==> config.mk <==
export PLATFORM = sky130hd
export DESIGN_NAME = usart_rx
export DESIGN_NICKNAME = d
export VERILOG_FILES = /design/src/rtl/usart_pkg.sv /design/src/rtl/crc8.sv /design/src/rtl/usart_rx.sv
export SDC_FILE = /design/constraint.sdc
export NUM_CORES = 1
export LEC_CHECK = 0
export CORE_MARGIN = 8
export CORE_UTILIZATION = 53
export CTS_CLUSTER_SIZE = 12
export DETAILED_ROUTE_END_ITERATION = 7
export HOLD_SLACK_MARGIN = 0.03
export PLACE_DENSITY = 0.75
export SYNTH_ARGS = -nofsm -noshare
export SYNTH_HDL_FRONTEND = slang
export SYNTH_SLANG_ARGS = --single-unit
==> constraint.sdc <==
create_clock -name clk -period 1.5 [get_ports clk]
set_input_delay 0.375 -clock clk [delete_from_list [all_inputs] [get_ports clk]]
set_output_delay 0.375 -clock clk [all_outputs]
set_load 0.02 [all_outputs]
==> src/rtl/usart_pkg.sv <==
// usart_pkg: shared types and constants for the DAQ USART link.
// Holds the link-wide payload width, parity mode, CRC width and RX FSM types.
package usart_pkg;

    localparam int USART_DATA_LENGTH = 8;
    // 0 = even parity, 1 = odd parity (seed of the running parity)
    localparam logic USART_PARITY_MODE = 1'b0;
    localparam int CRC_LENGTH = 8;

    typedef enum logic [2:0] {
        IDLE,
        START,
        SHIFT,
        PARITY,
        STOP,
        CHECK,
        RESYNC
    } rx_state_t;

    typedef struct packed {
        logic crc_err;
        logic parity_err;
    } rx_status_t;

endpackage

==> src/rtl/crc8.sv <==
// crc8: serial CRC-8 (poly x^8+x^2+x+1, init 0x00, MSB-first) over a parallel word.
// crc_valid_i loads the word; one bit is folded in per clock; crc_ready_o rises
// when all DATA_LENGTH bits are done and stays high until crc_clear_i or a new load.
module crc8 #(
    parameter int DATA_LENGTH = 8
) (
    input  logic                   clk,
    input  logic                   rsnt,
    input  logic [DATA_LENGTH-1:0] data_i,
    input  logic                   crc_valid_i,
    input  logic                   crc_clear_i,
    output logic [7:0]             crc_o,
    output logic                   crc_ready_o
);

    localparam logic [7:0] POLY = 8'h07;
    localparam int CW = $clog2(DATA_LENGTH + 1);

    logic [DATA_LENGTH-1:0] data_q;
    logic [CW-1:0]          cnt_q;
    logic                   busy_q;
    logic                   fb;

    assign fb = crc_o[7] ^ data_q[DATA_LENGTH-1];

    // Load on valid, then fold one data bit per cycle until the counter empties.
    always_ff @(posedge clk or negedge rsnt) begin
        // NOTE: sequential state uses non-blocking assignments so every flop samples pre-edge values.
        if (!rsnt) begin
            data_q      <= '0;
            cnt_q       <= '0;
            busy_q      <= 1'b0;
            crc_o       <= '0;
            crc_ready_o <= 1'b0;
        end else if (crc_valid_i) begin
            data_q      <= data_i;
            cnt_q       <= CW'(DATA_LENGTH);
            busy_q      <= 1'b1;
            crc_o       <= '0;
            crc_ready_o <= 1'b0;
        end else if (crc_clear_i) begin
            busy_q      <= 1'b0;
            crc_ready_o <= 1'b0;
        end else if (busy_q) begin
            crc_o  <= {crc_o[6:0], 1'b0} ^ (fb ? POLY : 8'h00);
            data_q <= data_q << 1;
            cnt_q  <= cnt_q - 1'b1;
            if (cnt_q == CW'(1)) begin
                busy_q      <= 1'b0;
                crc_ready_o <= 1'b1;
            end
        end
    end

endmodule

==> src/rtl/usart_rx.sv <==
// usart_rx: receive end of the DAQ USART link.
// Frame on sig_i: start(0), data LSB-first, CRC8 LSB-first, parity, stop(1);
// one bit lasts OVERSAMPLE clocks. Payload leaves on a valid/ready handshake
// with CRC and parity flags; frame errors and overruns are 1-cycle pulses.
// Build option: define USART_RX_SYNC_EN to add a 2-flop synchronizer on sig_i
// (all latencies grow by 2 cycles); otherwise sig_i is used directly.
module usart_rx
    import usart_pkg::*;
#(
    parameter int OVERSAMPLE = 1
) (
    input  logic                         clk,
    input  logic                         rsnt,
    input  logic                         sig_i,
    output logic [USART_DATA_LENGTH-1:0] data_o,
    output logic                         valid_o,
    input  logic                         ready_i,
    output logic                         crc_err_o,
    output logic                         parity_err_o,
    output logic                         frame_err_o,
    output logic                         overrun_o
);

    localparam int FRAME_BITS = USART_DATA_LENGTH + CRC_LENGTH;
    localparam int LB_FRAME   = $clog2(FRAME_BITS);
    localparam int HALF       = OVERSAMPLE / 2;
    // With HALF==0 the detection sample is the re-check, so START waits a full bit.
    localparam int START_WAIT = (HALF == 0) ? OVERSAMPLE - 1 : HALF - 1;
    localparam int OS_W       = (OVERSAMPLE > 1) ? $clog2(OVERSAMPLE) : 1;

    localparam logic [LB_FRAME-1:0] LAST_BIT   = LB_FRAME'(FRAME_BITS - 1);
    localparam logic [LB_FRAME-1:0] LAST_DATA  = LB_FRAME'(USART_DATA_LENGTH - 1);
    localparam logic [OS_W-1:0]     OS_RELOAD  = OS_W'(OVERSAMPLE - 1);
    localparam logic [OS_W-1:0]     START_LOAD = OS_W'(START_WAIT);

    rx_state_t             state_q, state_d;
    logic                  line;
    logic [OS_W-1:0]       os_cnt_q;
    logic                  chk_pend_q;
    logic [LB_FRAME-1:0]   bit_cnt_q;
    logic [FRAME_BITS-1:0] shift_q;
    logic                  par_q;
    logic                  par_err_q;
    logic                  crc_valid_q;
    logic                  crc_clear;
    logic                  crc_ready;
    logic [7:0]            crc_calc;
    logic                  tick;
    logic                  check_done;
    rx_status_t            status_q;

`ifdef USART_RX_SYNC_EN
    logic [1:0] sync_q;

    // Two-flop synchronizer for the asynchronous serial line; idles high.
    always_ff @(posedge clk or negedge rsnt) begin
        if (!rsnt) sync_q <= 2'b11;
        else       sync_q <= {sync_q[0], sig_i};
    end

    assign line = sync_q[1];
`else
    assign line = sig_i;
`endif

    assign tick       = (os_cnt_q == '0);
    assign check_done = (state_q == CHECK) && crc_ready;

    // State register.
    always_ff @(posedge clk or negedge rsnt) begin
        if (!rsnt) state_q <= IDLE;
        else       state_q <= state_d;
    end

    // Next-state decode and CRC clear strobe.
    always_comb begin
        // NOTE: every output of this block gets a default first, so no path can infer a latch.
        state_d   = state_q;
        crc_clear = 1'b0;
        case (state_q)
            IDLE:   if (!line) state_d = START;
            START:  if (tick) begin
                        if (chk_pend_q) begin
                            if (line) state_d = IDLE;
                        end else begin
                            state_d = SHIFT;
                        end
                    end
            SHIFT:  if (tick && bit_cnt_q == LAST_BIT) state_d = PARITY;
            PARITY: if (tick) state_d = STOP;
            STOP:   if (tick) state_d = line ? CHECK : RESYNC;
            CHECK:  if (crc_ready) begin
                        crc_clear = 1'b1;
                        state_d   = IDLE;
                    end
            RESYNC: if (line) begin
                        crc_clear = 1'b1;
                        state_d   = IDLE;
                    end
            default: state_d = IDLE;
        endcase
    end

    // Bit sampling: timing counter, shift register, running parity and CRC launch.
    always_ff @(posedge clk or negedge rsnt) begin
        if (!rsnt) begin
            os_cnt_q    <= '0;
            chk_pend_q  <= 1'b0;
            bit_cnt_q   <= '0;
            shift_q     <= '0;
            par_q       <= 1'b0;
            par_err_q   <= 1'b0;
            crc_valid_q <= 1'b0;
        end else begin
            crc_valid_q <= 1'b0;
            case (state_q)
                IDLE: begin
                    os_cnt_q   <= START_LOAD;
                    chk_pend_q <= (HALF != 0);
                    bit_cnt_q  <= '0;
                end
                START: begin
                    if (!tick) begin
                        os_cnt_q <= os_cnt_q - 1'b1;
                    end else begin
                        os_cnt_q <= OS_RELOAD;
                        if (chk_pend_q) begin
                            chk_pend_q <= 1'b0;
                        end else begin
                            shift_q[0]  <= line;
                            par_q       <= USART_PARITY_MODE ^ line;
                            bit_cnt_q   <= LB_FRAME'(1);
                            crc_valid_q <= (USART_DATA_LENGTH == 1);
                        end
                    end
                end
                SHIFT: begin
                    if (!tick) begin
                        os_cnt_q <= os_cnt_q - 1'b1;
                    end else begin
                        os_cnt_q           <= OS_RELOAD;
                        shift_q[bit_cnt_q] <= line;
                        par_q              <= par_q ^ line;
                        bit_cnt_q          <= bit_cnt_q + 1'b1;
                        crc_valid_q        <= (bit_cnt_q == LAST_DATA);
                    end
                end
                PARITY: begin
                    if (!tick) begin
                        os_cnt_q <= os_cnt_q - 1'b1;
                    end else begin
                        os_cnt_q  <= OS_RELOAD;
                        par_err_q <= (line != par_q);
                    end
                end
                STOP: begin
                    if (!tick) os_cnt_q <= os_cnt_q - 1'b1;
                end
                default: ;
            endcase
        end
    end

    // Output handshake: load a checked frame, hold until accepted, flag overruns.
    always_ff @(posedge clk or negedge rsnt) begin
        if (!rsnt) begin
            data_o      <= '0;
            valid_o     <= 1'b0;
            status_q    <= '0;
            frame_err_o <= 1'b0;
            overrun_o   <= 1'b0;
        end else begin
            frame_err_o <= (state_q == STOP) && tick && !line;
            overrun_o   <= 1'b0;
            if (check_done) begin
                if (!valid_o || ready_i) begin
                    valid_o             <= 1'b1;
                    data_o              <= shift_q[USART_DATA_LENGTH-1:0];
                    status_q.crc_err    <= (crc_calc != shift_q[FRAME_BITS-1 -: CRC_LENGTH]);
                    status_q.parity_err <= par_err_q;
                end else begin
                    overrun_o <= 1'b1;
                end
            end else if (valid_o && ready_i) begin
                valid_o <= 1'b0;
            end
        end
    end

    assign crc_err_o    = status_q.crc_err;
    assign parity_err_o = status_q.parity_err;

    crc8 #(
        .DATA_LENGTH(USART_DATA_LENGTH)
    ) u_crc8 (
        .clk        (clk),
        .rsnt       (rsnt),
        .data_i     (shift_q[USART_DATA_LENGTH-1:0]),
        .crc_valid_i(crc_valid_q),
        .crc_clear_i(crc_clear),
        .crc_o      (crc_calc),
        .crc_ready_o(crc_ready)
    );

endmodule

==> flow_summary.yaml <==
status:
  status: "finished clean"
timing:
  slew_violations: 0
  tns_ns: 0
  clock.fmax_mhz: 695
  finalHoldViolCount: 0
  fin_hold_ws_ns: 0.0304
  worst_pin_slew_ns: 0.643
  period_share_pct: 95.9
  finalCriticalPeriod_ns: 1.44
  skew_ns: 0.00469
  max_slew_margin_pct: 57.1
  setup_viol_count_final: 0
detailed_routing:
  drt_pre_antenna_iters: 4
  drcViolationCount: 0
  via_per_inst: 5.38
  vias: 2087
  first_iter_violations: 102
  postRouteAntennaNets: 0
  wl_per_cell_um: 14.6
  wl_um: 5650
yosys:
  ys_ff_latch: 61
  syn_avg_cell_area_um2: 10.3
  ys_seq_area_share_pct: 53.3
  synth_edf_count: 0
  yosysTopAreaCellShare_pct: 53.3
  yosysUniqueCellTypes: 36
  yosys-top-cells-area: "dfrtp_1, mux2_2, a21oi_1, nand2_1, xnor2_1"
  yosysWarnings: 0
  synth_flop_cell: "dfrtp_1"
  yosysTopAreaCell: "dfrtp_1"
  synth_fp_nets: 287
  synth_cells: 277
  synthArstFlopShare_pct: 100
  synthesis.area_um2: 2870
setup_path:
  slowest_delay_ns: 0.42
  crit_arrival_ns: 1.66
  critical-path-slowest-cell: "dfrtp_1"
  path_max_fanout: 4
  critPathKind: "flop to flop"
  cp_cell_sequence: "inv_1 -> ha_2 -> nand4_1 -> a21oi_2 -> mux2_2"
  cp.required_ns: 1.72
  cp-start-kind: "flop"
  end_kind: "flop"
global_route:
  grt.overflow.total: 0
  antenna_found_initial: 0
  grt_max_degree: 62
  track_usage_pct: 16.1
  grt_pass1_vias: 2089
  grt_pass1_wl_um: 9730
cells_and_area:
  final_common_cell: "dfrtp_1"
  mostFrequentLayoutCells: "dfrtp_1, nand2_1, a21oi_1"
  num-fill-cells: 394
  drive_gt1_share_pct: 23.0
  antennaDiodeCount: 0
  area_growth_pct: 21.3
  nets: 323
  design_area_um2: 3480
placement:
  portBuffers: 16
  gp_congestion: 0.819
  dp.final_hpwl_um: 3840
  postPlaceCellArea_um2: 3250
power:
  switching_power_mw: 1.62
  comb_power_share_pct: 27.2
  p_clk_share_pct: 29.3
  ir_drop_mv: 0.942
  p_int_mw: 3.38
  p_per_area_nw_per_um2: 1440
  p_leak_nw: 1.61
  switching_share_pct: 32.5
  seq_power_share_pct: 43.6
floorplanning:
  die_h_um: 89.5
  top_level_ports: 17
  fp-row-count: 26
  initial_utilization_pct: 55.4
  core-area_um2: 5170
  dieArea_um2: 8010
  die_w_um: 89.5
clocking:
  tritoncts: "yes"
  root_buffer: "clkbuf_8"
  numClockSinks: 61
  cts_hold_buffers: 0
  clock_path_buffers: 2
  clk_latency_ns: 0.34
  cts_buffers: 9
  h-tree-depth: 3
  clk_pin_slew_ns: 0.07
run:
  cap_violations: 0
worst_hold_path:
  holdCritPathClass: "primary input to async pin"
[repair_timing]
action,CTS,global route
resized for setup,13,13
setup endpoints to repair,15,26
buffers inserted,1,0
pin swaps,1,2
[sequential cells by signal, indices dropped and copies added (netlist names)]
name                count
shift_q                16
data_o                  8
u_crc8.crc_o            8
u_crc8.data_q           8
bit_cnt_q               4
u_crc8.cnt_q            4
state_q                 3
crc_err_o               1
crc_valid_q             1
frame_err_o             1
overrun_o               1
par_err_q               1
par_q                   1
parity_err_o            1
u_crc8.busy_q           1
u_crc8.crc_ready_o      1
valid_o                 1
[stage by stage]
stage	util (%)	power [mW]	cells	worst slack [ns]
floorplan	-	3.04	277	0.0227
global placement	62.8	3.46	371	-0.255
detailed placement	62.8	3.52	371	-0.275
CTS	66.5	5.01	388	0.0127
global route	67.2	5.28	388	-0.0185
finish	67.2	5.00	388	0.0618
[logic make-up (layout without fill, tap and decap cells)]
family / count (synthesis) / count (layout) / share of synthesized area (%)
buf+inv: 24 / 65 / 3.76
flops: 61 / 61 / 53.3
compound gates: 57 / 57 / 11.1
xor+xnor: 14 / 14 / 4.28
mux: 20 / 20 / 7.73
simple gates: 95 / 95 / 17.2
fa+ha+maj: 6 / 6 / 2.62
[power groups by stage]
stage	Sequential (mW)	Clock (mW)	Combinational, mW
final	2.18	1.46	1.36
after global routing	2.21	1.55	1.51
after global placement	2.20	0	1.26
after detailed placement	2.20	0	1.32
after floorplan	2.14	0	0.899
after CTS	2.17	1.50	1.34
[layout make-up]
| class | instances | area [µm²] | share of cell area, % |
|---|---|---|---|
| tap | 70 | 87.6 | 2.52 |
| clock inverter | 6 | 62.6 | 1.80 |
| inverter | 8 | 30.0 | 0.864 |
| timing repair buffer | 41 | 375 | 10.8 |
| multi-input combinational | 192 | 1250 | 36.1 |
| sequential | 61 | 1530 | 44.0 |
| clock buffer | 10 | 138 | 3.96 |
[worst paths after layout]
kind                              start          end  slack [ns]  cells after the start
max                        bit_cnt_q[0]   shift_q[0]        0.06                      5
min                                rsnt    overrun_o        0.03                      2
max reg2reg                bit_cnt_q[0]   shift_q[0]        0.06                      5
min reg2reg                   par_err_q    par_err_q        0.49                      2
max in group asynchronous          rsnt  shift_q[12]        1.21                      2
min in group clk              par_err_q    par_err_q        0.49                      2
[synthesized netlist by cell type, types with 2 or more instances]
library cell and number:
a211oi_2 2, a21oi_1 32, and3_1 2, buf_2 2, buf_4 4, clkbuf_1 10, dfrtp_1 61, ha_1 6
inv_1 8, mux2_2 16, mux2i_1 3, nand2_1 39, nand2b_1 2, nand3_1 10, nand4_1 8, nor2_1 13
nor2b_1 11, nor3_1 3, nor3b_1 2, o21ai_0 13, o22ai_1 3, xnor2_1 13
[worst max-delay path: cells and delay by family (launching register included)]
kind | cells | cell delay, ns
DFF | 1 | 0.42
muxes | 1 | 0.33
adders and majority gates | 1 | 0.19
AOI/OAI and AO/OA | 1 | 0.15
and+or+nand+nor | 1 | 0.12
buffers and inverters | 1 | 0.11
[routing by layer]
metal	global-route usage, %	part of all wire, %	vias to the layer above	wire length [µm]
met5	0	0	-	0
met4	7.70	1.4	0	78
met3	4.32	3.1	8	176
met2	24.7	48	28	2700
met1	20.6	48	1022	2700
li1	-	-	1029	-
(Power assumes the default switching activity.)
